## config.mk

```make
export PLATFORM = sky130hd
export DESIGN_NAME = fifo_8
export DESIGN_NICKNAME = d
export VERILOG_FILES = /design/src/rtl/mux_8.sv /design/src/rtl/fifo_8.sv
export SDC_FILE = /design/constraint.sdc
export NUM_CORES = 1
export LEC_CHECK = 0
export CAP_MARGIN = 25
export CORE_UTILIZATION = 60
export DETAILED_ROUTE_END_ITERATION = 10
export GPL_ROUTABILITY_DRIVEN = 1
export PLACE_DENSITY = 0.87
export SYNTH_ARGS = -nofsm -noshare
export SYNTH_HDL_FRONTEND = slang
export SYNTH_SLANG_ARGS = --single-unit
```

## constraint.sdc

```tcl
create_clock -name clock -period 5.7 [get_ports clock]
set_input_delay 1.14 -clock clock [delete_from_list [all_inputs] [get_ports clock]]
set_output_delay 1.14 -clock clock [all_outputs]
set_load 0.02 [all_outputs]
```

## src/rtl/mux_8.sv

```systemverilog
// Eight-input, 32-bit-wide multiplexer with a 3-bit select.
module mux_8 (
    input  logic [2:0]  i_sel,
    input  logic [31:0] i_in0,
    input  logic [31:0] i_in1,
    input  logic [31:0] i_in2,
    input  logic [31:0] i_in3,
    input  logic [31:0] i_in4,
    input  logic [31:0] i_in5,
    input  logic [31:0] i_in6,
    input  logic [31:0] i_in7,
    output logic [31:0] o_data
);

    always_comb begin
        // NOTE: a default assignment first keeps this block free of inferred latches.
        o_data = i_in0;
        case (i_sel)
            3'd1:    o_data = i_in1;
            3'd2:    o_data = i_in2;
            3'd3:    o_data = i_in3;
            3'd4:    o_data = i_in4;
            3'd5:    o_data = i_in5;
            3'd6:    o_data = i_in6;
            3'd7:    o_data = i_in7;
            default: o_data = i_in0;
        endcase
    end

endmodule

```

## src/rtl/fifo_8.sv

```systemverilog
// Eight-entry, 32-bit show-ahead FIFO with sticky overflow/underflow flags.
module fifo_8 (
    input  logic        clock,
    input  logic        reset,
    input  logic        wr_en,
    input  logic [31:0] wr_data,
    input  logic        rd_en,
    output logic [31:0] rd_data,
    output logic        full,
    output logic        empty,
    output logic [3:0]  count,
    output logic        overflow,
    output logic        underflow
);

    localparam int DEPTH = 8;
    localparam int WIDTH = 32;

    logic [WIDTH-1:0] r_mem [DEPTH];
    logic [2:0]       r_wr_ptr;
    logic [2:0]       r_rd_ptr;
    logic [3:0]       r_count;
    logic             r_overflow;
    logic             r_underflow;

    logic             w_full;
    logic             w_empty;
    logic             w_push;
    logic             w_pop;
    logic [WIDTH-1:0] w_mux_data;

    assign w_full  = (r_count == 4'd8);
    assign w_empty = (r_count == 4'd0);
    assign w_push  = wr_en && !w_full;
    assign w_pop   = rd_en && !w_empty;

    // NOTE: storage has no reset; a word is only visible after a push has written it.
    always_ff @(posedge clock) begin
        for (int i = 0; i < DEPTH; i++) begin
            if (w_push && (r_wr_ptr == 3'(i))) begin
                r_mem[i] <= wr_data;
            end
        end
    end

    // NOTE: sequential state uses non-blocking assignments so every register samples pre-edge values.
    always_ff @(posedge clock or posedge reset) begin
        if (reset) begin
            r_wr_ptr    <= 3'd0;
            r_rd_ptr    <= 3'd0;
            r_count     <= 4'd0;
            r_overflow  <= 1'b0;
            r_underflow <= 1'b0;
        end else begin
            if (w_push) r_wr_ptr <= r_wr_ptr + 3'd1;
            if (w_pop)  r_rd_ptr <= r_rd_ptr + 3'd1;
            case ({w_push, w_pop})
                2'b10:   r_count <= r_count + 4'd1;
                2'b01:   r_count <= r_count - 4'd1;
                default: r_count <= r_count;
            endcase
            if (wr_en && w_full)  r_overflow  <= 1'b1;
            if (rd_en && w_empty) r_underflow <= 1'b1;
        end
    end

    mux_8 u_rd_mux (
        .i_sel  (r_rd_ptr),
        .i_in0  (r_mem[0]),
        .i_in1  (r_mem[1]),
        .i_in2  (r_mem[2]),
        .i_in3  (r_mem[3]),
        .i_in4  (r_mem[4]),
        .i_in5  (r_mem[5]),
        .i_in6  (r_mem[6]),
        .i_in7  (r_mem[7]),
        .o_data (w_mux_data)
    );

    // Gate after the mux so stale storage never leaks out while empty.
    assign rd_data   = w_empty ? '0 : w_mux_data;
    assign full      = w_full;
    assign empty     = w_empty;
    assign count     = r_count;
    assign overflow  = r_overflow;
    assign underflow = r_underflow;

endmodule
```

==> impl_metrics.env, run 1 <==
export IMPL_timing_hold_ws_ns=0.461
export IMPL_htree_levels=1
export IMPL_cp_data_required_time_ns=4.56
export IMPL_synthArstFlopShare=0.0448
export IMPL_drive_above_1_share=0.131
export IMPL_dp_cells=887
export IMPL_core_mm2=0.0172
export IMPL_ant_nets=0
export IMPL_postCtsSetupRepairBufs=0
export IMPL_grt_util_all_layers=0.264
export IMPL_initial_core_util=0.610
export IMPL_clockBufferDepth=3
export IMPL_synth_seq_cells=268
export IMPL_syn_instance_count=608
export IMPL_pre_cts_slack_ns=0.716
export IMPL_finalSetupViolations=0
export IMPL_critPathKind="flop to output port"
export IMPL_grt_pass1_vias=6301
export IMPL_ys_flop_type="edfxtp_1"
export IMPL_placed_cell_area_mm2=0.0114
export IMPL_cp_start_kind="flop"
export IMPL_ir_drop_mv=0.341
export IMPL_post_route_period_util=0.986
export IMPL_antenna_found_initial=1
export IMPL_slew_violations=0
export IMPL_r2r_cells=10
export IMPL_ys_top_cells_by_area="edfxtp_1 73%, dfrtp_1 2.9%, mux2_2 2.7%"
export IMPL_maxCapViolations=0
export IMPL_worstSetupEndpoint="rd_data[3]"
export IMPL_postCtsResizedCells=0
export IMPL_crit_path_start="r_rd_ptr[2]$_DFFE_PP0P_"
export IMPL_die_h_um=134
export IMPL_max_slew_worst_pin_slew_ns=0.980
export IMPL_area_delta_synth_final_pct=17.1
export IMPL_fin_cells=937
export IMPL_leakage_nw=4.22
export IMPL_cts_tree="built"
export IMPL_netlist_cell_type_count=39
export IMPL_synth_edf_count=256
export IMPL_p_per_area_mw_per_mm2=585
export IMPL_die_w_um=134
export IMPL_grt_overflow_total=0
export IMPL_routed_wl_um=23300
export IMPL_r2r_slack_ns=2.78
export IMPL_grt_max_degree=49
export IMPL_drtIter0Drc=955
export IMPL_num_rows=48
export IMPL_clock_fmax_mhz=178
export IMPL_worst_slack_ns=0.0775
export IMPL_wl_per_cell_um=24.8
export IMPL_syn_area_mm2=0.0105
export IMPL_crit_fanout=48
export IMPL_via_count=6059
export IMPL_grt_pass1_wl_um=35200
export IMPL_drc_errors=0
export IMPL_io_pins=76
export IMPL_yosysTopAreaCellShare=0.731
export IMPL_viasPerCell=6.47
export IMPL_finalHoldViolCount=0
export IMPL_worstHoldStart="overflow$_DFFE_PP0P_"
export IMPL_end_kind="output port"
export IMPL_slew_headroom=0.347
export IMPL_insertion_delay_ns=0.53
export IMPL_dieArea_mm2=0.0181
export IMPL_finalClockSkew_ns=0.0119
export IMPL_root_buffer="clkbuf_16"
export IMPL_port_buffers=75
export IMPL_final_cell_area_mm2=0.0123
export IMPL_worst_hold_path_type="flop to flop"
export IMPL_final_core_util=0.715
export IMPL_place_gp_congestion=0.760
export IMPL_cts_hold_buf=0
export IMPL_fin_crit_ns=5.62
export IMPL_synth_top_cell_by_area="edfxtp_1"
export IMPL_synth_common_cells="256 x edfxtp_1, 31 x o21ai_0, 25 x mux2_2"
export IMPL_yosysWarnings=0
export IMPL_drt_pass1_iterations=6
export IMPL_ys_seq_area_frac=0.759
export IMPL_reg2reg_from="count[0]$_DFFE_PP0P_"
export IMPL_status="completed"
export IMPL_clock_sinks=268
export IMPL_synth_nets=659
export IMPL_final_nets=742
export IMPL_synth_most_common_cell="edfxtp_1"
export IMPL_cts_buffers=26
export IMPL_dp_hpwl_um=12600
export IMPL_clkTransAtPathRegs_ns=0.06
export IMPL_r2r_end="count[2]$_DFFE_PP0P_"
export IMPL_synth_area_per_cell_um2=17.3
export IMPL_crit_arrival_ns=4.48
-- per-layer routing --
layer  up-vias  wire length [um]  GRT usage
met5         -                 0          0
met4         0               598      0.105
met3        51              2200     0.0420
met2       420             11400      0.431
met1      2995              9060      0.359
li1       2593                 -          -
-- how the worst min path moves through the flow --
stage                     slack, ns                       to  depth (start not counted)
after floorplan                0.50  r_rd_ptr[0]$_DFFE_PP0P_                          1
after global placement         0.44     overflow$_DFFE_PP0P_                          1
after detailed placement       0.45    underflow$_DFFE_PP0P_                          1
after CTS                      0.47     overflow$_DFFE_PP0P_                          1
after global routing           0.48    underflow$_DFFE_PP0P_                          1
final                          0.46     overflow$_DFFE_PP0P_                          1
-- critical path, cell delays in order (launching register included) --
cell	delay, ns
dfrtp_2	0.77
inv_1	0.49
ha_1	0.37
nor4_1	0.61
nand2b_4	0.44
buf_4	0.35
and3_1	0.16
nor2_1	0.12
clkdlybuf4s50_1	0.62
-- logic make-up (layout without fill, tap and decap cells) --
kind of cell | after synthesis | after routing | synth area share
AO/OA/AOI/OAI | 144 | 144 | 0.103
XOR/XNOR | 7 | 7 | 0.00583
adder cells (fa/ha/maj) | 15 | 15 | 0.0178
buffers and inverters | 49 | 152 | 0.0282
flip-flops | 268 | 268 | 0.759
multiplexers | 41 | 41 | 0.0453
other | 0 | 1 | 0
AND/OR/NAND/NOR | 84 | 84 | 0.0410
-- where the power goes --
part	switching, W	total, W	internal [W]
Clock	0.000697	0.00171	0.00102
Sequential	0.000146	0.00262	0.00248
Combinational	0.00167	0.00286	0.00120
Total	0.00251	0.00720	0.00469
-- state kept, by name, indices dropped and copies added, names as in the netlist --
register   cells
r_rd_ptr       3
r_mem        256
count          4
overflow       1
r_wr_ptr       3
underflow      1
-- cells in the final DEF (no fill, tap or decap), types with 4 or more instances in the layout --
cell,n
nand2_1,22
mux2_2,25
mux2_4,4
o211a_1,14
inv_1,9
a222oi_1,10
nor2_1,24
clkinv_1,4
a22oi_1,24
and3_1,24
clkbuf_16,27
ha_1,15
o21ai_1,4
clkdlybuf4s50_1,75
o21ai_0,31
dfrtp_1,11
buf_4,18
mux2_1,12
a221oi_1,22
clkinv_2,5
clkbuf_1,8
edfxtp_1,256
a22o_1,22
a21oi_1,11
xnor2_1,4
-- stage by stage --
stage	power, W	setup TNS [ns]
floorplan	0.00436	0
global placement	0.00533	0
finish	0.00720	0
CTS	0.00719	0
detailed placement	0.00544	0
global route	0.00746	-0.00116
-- area by class of cell --
class                      instances  area (um2)
sequential                       268        7990
fill                             939        4920
timing repair buffer              94         913
inverter                          10        37.5
clock inverter                    12         130
tap                              225         282
clock buffer                      36         719
antenna                            1        2.50
multi-input combinational        291        2250
(Power assumes the default switching activity.)
==> run 2: changes to the inputs <==
--- a/config.mk
+++ b/config.mk
@@ -6,10 +6,13 @@
 export NUM_CORES = 1
 export LEC_CHECK = 0
 export CAP_MARGIN = 25
-export CORE_UTILIZATION = 60
+export CELL_PAD_IN_SITES_DETAIL_PLACEMENT = 0
+export CELL_PAD_IN_SITES_GLOBAL_PLACEMENT = 1
+export CORE_ASPECT_RATIO = 1.25
+export CORE_UTILIZATION = 54
 export DETAILED_ROUTE_END_ITERATION = 10
 export GPL_ROUTABILITY_DRIVEN = 1
-export PLACE_DENSITY = 0.87
+export PLACE_DENSITY = 0.9
 export SYNTH_ARGS = -nofsm -noshare
 export SYNTH_HDL_FRONTEND = slang
 export SYNTH_SLANG_ARGS = --single-unit
==> impl_metrics.env, run 2 (synthesized netlist as in run 1, its figures left out) <==
export IMPL_status="completed"
export IMPL_p_comb_frac=0.395
export IMPL_clock_fmax_mhz=207
export IMPL_cts_buffers=25
export IMPL_antenna_found_initial=0
export IMPL_hold_depth=1
export IMPL_grt_util_all_layers=0.223
export IMPL_clock_sinks=268
export IMPL_grt_max_degree=65
export IMPL_dieArea_mm2=0.0201
export IMPL_drc_errors=0
export IMPL_grt_overflow_total=0
export IMPL_clockBufferDepth=3
export IMPL_final_nets=739
export IMPL_timing_hold_ws_ns=0.463
export IMPL_switchingPower_w=0.00241
export IMPL_p_int_w=0.00461
export IMPL_cp_data_required_time_ns=4.56
export IMPL_place_gp_congestion=0.726
export IMPL_wl_per_cell_um=23.2
export IMPL_root_buffer="clkbuf_16"
export IMPL_post_route_period_util=0.849
export IMPL_crit_fanout=64
export IMPL_dp_hpwl_um=12400
export IMPL_postCtsSetupRepairBufs=0
export IMPL_via_count=5733
export IMPL_mostFrequentLayoutCell="edfxtp_1"
export IMPL_largest_reg_flops=256
export IMPL_ant_nets=0
export IMPL_die_w_um=127
export IMPL_clockPowerShare=0.233
export IMPL_critPathKind="flop to output port"
export IMPL_cts_tree="built"
export IMPL_finalSetupViolations=0
export IMPL_drt_pass1_iterations=5
export IMPL_cp_start_kind="flop"
export IMPL_num_rows=56
export IMPL_max_slew_worst_pin_slew_ns=0.916
export IMPL_grt_setup_unrepaired="false"
export IMPL_seqPwrFrac=0.371
export IMPL_grt_pass1_vias=5910
export IMPL_fin_crit_ns=4.84
export IMPL_ir_drop_mv=0.418
export IMPL_grt_pass1_wl_um=33600
export IMPL_slew_violations=0
export IMPL_viasPerCell=6.11
export IMPL_cts_hold_buf=0
export IMPL_initial_core_util=0.556
export IMPL_end_kind="output port"
export IMPL_maxCapViolations=0
export IMPL_htree_levels=1
export IMPL_largest_register="r_mem"
export IMPL_finalClockSkew_ns=0.00944
export IMPL_tns_ns=0
export IMPL_finalHoldViolCount=0
export IMPL_area_delta_synth_final_pct=16.4
export IMPL_routed_wl_um=21800
export IMPL_worst_hold_path_type="flop to flop"
export IMPL_insertion_delay_ns=0.52
export IMPL_drtIter0Drc=556
export IMPL_slew_headroom=0.388
export IMPL_leakage_nw=4.18
export IMPL_port_buffers=75
export IMPL_postCtsResizedCells=0
export IMPL_core_mm2=0.0189
export IMPL_num_antenna_cells=0
export IMPL_clkTransAtPathRegs_ns=0.06
export IMPL_final_core_util=0.647
export IMPL_mostFrequentLayoutCells="256 x edfxtp_1, 75 x clkdlybuf4s50_1, 31 x o21ai_0, 25 x mux2_2, 25 x clkbuf_16"
export IMPL_drive_above_1_share=0.132
export IMPL_crit_arrival_ns=3.70
export IMPL_r2r_cells=10
export IMPL_switching_share=0.344
export IMPL_p_per_area_mw_per_mm2=573
export IMPL_die_h_um=158
export IMPL_io_pins=76
## run 2: cell count changes in the layout (fill, tap and decap cells not counted), sizes merged
cell / delta
clkbuf: -6
diode: -1
clkinv: -1
clkinvlp: +3
inv: +1
buf: -2
## run 2: worst paths after layout
| path | startpoint | endpoint | slack, ns |
|---|---|---|---|
| setup / recovery | r_rd_ptr[2]$_DFFE_PP0P_ | rd_data[8] | 0.86 |
| hold / removal | underflow$_DFFE_PP0P_ | underflow$_DFFE_PP0P_ | 0.46 |
| setup reg to reg | count[0]$_DFFE_PP0P_ | count[2]$_DFFE_PP0P_ | 2.74 |
| hold reg to reg | underflow$_DFFE_PP0P_ | underflow$_DFFE_PP0P_ | 0.46 |
| max in group asynchronous | reset | r_rd_ptr[2]$_DFFE_PP0P_ | 4.35 |
| min in group asynchronous | reset | r_wr_ptr[2]$_DFFE_PP0P_ | 0.96 |
## run 2: critical path, stage by stage (launching register included)
cell and delay (ns):
dfrtp_2 0.65, inv_1 0.42, ha_1 0.36, nor4_1 0.34, nand2b_2 0.08, buf_4 0.32, o211a_1 0.19, nor2_1 0.19
clkdlybuf4s50_1 0.64
## run 2: through the flow
| stage | power [W] | std cells | setup slack, ns | area (um2) |
|---|---|---|---|---|
| floorplan | 0.00436 | 608 | 2.28 | 10500 |
| global placement | 0.00533 | 892 | 1.50 | 11400 |
| finish | 0.00702 | 938 | 0.863 | 12200 |
| global route | 0.00735 | 938 | 0.653 | 12200 |
| detailed placement | 0.00542 | 892 | 1.43 | 11400 |
| CTS | 0.00705 | 937 | 0.863 | 12200 |
## run 2: power groups by stage
stage	combinational (W)	clock, W	sequential, W
floorplan	0.00174	0	0.00262
global placement	0.00270	0	0.00262
detailed placement	0.00277	0	0.00265
CTS	0.00279	0.00165	0.00261
global route	0.00299	0.00173	0.00263
finish	0.00278	0.00164	0.00261
## run 2: routing by layer
| metal | vias to the layer above | GRT usage | share of wire | wire (um) |
|---|---|---|---|---|
| li1 | 2585 | - | - | - |
| met1 | 2861 | 0.292 | 0.41 | 8820 |
| met2 | 241 | 0.392 | 0.52 | 11200 |
| met3 | 46 | 0.0270 | 0.056 | 1230 |
| met4 | 0 | 0.0686 | 0.022 | 473 |
| met5 | - | 0 | 0 | 0 |
## run 2: area by class of cell
cell class	count	area [um2]
Multi-Input combinational cell	291	2240
Timing Repair Buffer	92	886
Inverter	10	37.5
Clock buffer	30	644
Tap cell	232	290
Sequential cell	268	7990
Fill cell	1261	6670
Clock inverter	15	159
==> run 3: changes to the inputs <==
--- a/config.mk
+++ b/config.mk
@@ -9,10 +9,10 @@
 export CELL_PAD_IN_SITES_DETAIL_PLACEMENT = 0
 export CELL_PAD_IN_SITES_GLOBAL_PLACEMENT = 1
 export CORE_ASPECT_RATIO = 1.25
-export CORE_UTILIZATION = 54
+export CORE_UTILIZATION = 45
 export DETAILED_ROUTE_END_ITERATION = 10
 export GPL_ROUTABILITY_DRIVEN = 1
-export PLACE_DENSITY = 0.9
+export PLACE_DENSITY = 0.81
 export SYNTH_ARGS = -nofsm -noshare
 export SYNTH_HDL_FRONTEND = slang
 export SYNTH_SLANG_ARGS = --single-unit
==> constraint.sdc (replaced) <==
create_clock -name clock -period 4.1 [get_ports clock]
set_input_delay 0.82 -clock clock [delete_from_list [all_inputs] [get_ports clock]]
set_output_delay 0.82 -clock clock [all_outputs]
set_load 0.02 [all_outputs]
==> impl_metrics.env, run 3 (synthesized netlist as in run 1, its figures left out) <==
export IMPL_status="finished, violations left"
export IMPL_violations="DRC"
export IMPL_critPathKind="flop to output port"
export IMPL_wl_met2_um=11500
export IMPL_drtIter0Drc=562
export IMPL_p_comb_frac=0.413
export IMPL_r2r_slack_ns=1.23
export IMPL_port_buffers=75
export IMPL_htree_levels=1
export IMPL_r2r_cells=10
export IMPL_dp_cells=957
export IMPL_worstPathCellList="inv_1 > ha_1 > nor2b_1 > buf_4 > a22oi_1 > o211a_1 > a21oi_1 > clkdlybuf4s50_1"
export IMPL_grt_pass1_wl_um=33900
export IMPL_antenna_found_initial=1
export IMPL_fin_cells=1002
export IMPL_via_count=5761
export IMPL_max_stage_delay_ns=0.64
export IMPL_drive_above_1_share=0.137
export IMPL_largest_reg_flops=256
export IMPL_route_met3_wl_um=1360
export IMPL_mostFrequentLayoutCells="256 x edfxtp_1, 75 x clkdlybuf4s50_1, 31 x o21ai_0, 25 x mux2_2, 25 x clkbuf_16"
export IMPL_clkTransAtPathRegs_ns=0.06
export IMPL_seqPwrFrac=0.374
export IMPL_crit_fanout=10
export IMPL_clockPowerShare=0.213
export IMPL_highest_layer="met4"
export IMPL_num_rows=62
export IMPL_slew_violations=0
export IMPL_critPathTopFamily="buffers and inverters"
export IMPL_ir_drop_mv=0.515
export IMPL_grt_max_degree=41
export IMPL_cts_hold_buf=0
export IMPL_p_per_area_mw_per_mm2=782
export IMPL_die_h_um=173
export IMPL_area_delta_synth_final_pct=16.8
export IMPL_max_slew_worst_pin_slew_ns=0.716
export IMPL_drc_errors=6
export IMPL_grt_setup_unrepaired="false"
export IMPL_cts_buffers=24
export IMPL_tns_ns=0
export IMPL_core_mm2=0.0230
export IMPL_io_pins=76
export IMPL_worst_hold_path_type="flop to flop"
export IMPL_grt_util_all_layers=0.185
export IMPL_end_kind="output port"
export IMPL_ant_nets=0
export IMPL_routed_wl_um=22400
export IMPL_switchingPower_w=0.00336
export IMPL_dp_hpwl_um=12300
export IMPL_switching_share=0.349
export IMPL_place_gp_congestion=0.731
export IMPL_grt_pass1_vias=5909
export IMPL_worstHoldStart="underflow$_DFFE_PP0P_"
export IMPL_mostFrequentLayoutCell="edfxtp_1"
export IMPL_final_nets=746
export IMPL_cpMaxStageDelayCell="clkdlybuf4s50_1"
export IMPL_insertion_delay_ns=0.51
export IMPL_clock_sinks=268
export IMPL_fin_crit_ns=3.96
export IMPL_clock_fmax_mhz=253
export IMPL_hold_depth=1
export IMPL_finalHoldViolCount=0
export IMPL_drt_pass1_iterations=9
export IMPL_finalSetupViolations=0
export IMPL_slew_headroom=0.523
export IMPL_crit_arrival_ns=3.14
export IMPL_r2r_end="count[2]$_DFFE_PP0P_"
export IMPL_dieArea_mm2=0.0240
export IMPL_cp_start_kind="flop"
export IMPL_root_buffer="clkbuf_16"
export IMPL_die_w_um=139
export IMPL_maxCapViolations=0
export IMPL_leakage_nw=4.18
export IMPL_finalClockSkew_ns=0.00791
export IMPL_p_int_w=0.00625
export IMPL_grt_overflow_total=0
export IMPL_cts_tree="built"
export IMPL_cp_num_buf_inv=3
export IMPL_clockBufferDepth=3
export IMPL_largest_register="r_mem"
export IMPL_reg2reg_from="count[0]$_DFFE_PP0P_"
export IMPL_cp_data_required_time_ns=3.28
export IMPL_initial_core_util=0.458
export IMPL_wl_met1_um=9110
export IMPL_wl_per_cell_um=22.3
export IMPL_viasPerCell=5.75
export IMPL_holdPathEnd="underflow$_DFFE_PP0P_"
export IMPL_post_route_period_util=0.965
==> run 3: changes by cell type in the layout (fill, tap and decap cells not counted), moves of 3 or more <==
cell / delta
clkinvlp_4: -3
buf_4: +8
bufinv_16: -3
clkinv_1: +4
==> run 3: area by class of cell <==
cell class	instances	area [um2]
inverters	10	37.5
multi-input cells	291	2250
repair buffers	100	942
flip-flops and latches	268	7990
fillers	1837	10700
clock buffers	30	644
well taps	288	360
clock inverters	14	70.1
diodes	1	2.50
==> run 3: worst max-delay path by stage <==
stage / endpoint / slack, ns / start / depth (start not counted)
2_1_floorplan: rd_data[0] / 1.00 / r_rd_ptr[2]$_DFFE_PP0P_ / 10
3_3_place_gp: rd_data[18] / 0.52 / r_rd_ptr[0]$_DFFE_PP0P_ / 7
3_5_place_dp: rd_data[18] / 0.54 / r_rd_ptr[0]$_DFFE_PP0P_ / 7
4_1_cts: rd_data[18] / 0.08 / r_rd_ptr[1]$_DFFE_PP0P_ / 9
5_1_grt: rd_data[2] / 0.04 / r_rd_ptr[1]$_DFFE_PP0P_ / 8
6_report: rd_data[2] / 0.14 / r_rd_ptr[1]$_DFFE_PP0P_ / 8
==> run 3: timing repair <==
| action | CTS | global route |
|---|---|---|
| endpoints found under the hold margin | 0 | 0 |
| gates resized for setup | 1 | 2 |
| buffers inserted | 0 | 0 |
| gates cloned | 0 | 0 |
| setup endpoints to repair | 3 | 5 |
==> run 3: per-stage QoR <==
step	hold slack [ns]	cell area [um2]	util	worst slack, ns	power, W
floorplan	0.497	10500	-	1.00	0.00606
detailed placement	0.452	11600	0.504	0.535	0.00762
global placement	0.440	11600	0.504	0.524	0.00753
global route	0.489	12300	0.535	0.0432	0.0100
finish	0.466	12300	0.535	0.144	0.00961
CTS	0.467	12300	0.535	0.0832	0.00967
==> run 3: per-layer routing <==
metal,vias to the layer above,global-route usage
met2,209,0.326
met4,0,0.0620
li1,2606,-
met1,2911,0.233
met5,-,0
met3,35,0.0294
==> run 3: power groups by stage <==
stage / Combinational [W] / Sequential, W / Clock [W]
2_1_floorplan: 0.00242 / 0.00364 / 0
3_3_place_gp: 0.00391 / 0.00362 / 0
3_5_place_dp: 0.00397 / 0.00365 / 0
4_1_cts: 0.00399 / 0.00359 / 0.00209
5_1_grt: 0.00423 / 0.00363 / 0.00218
6_report: 0.00397 / 0.00359 / 0.00205
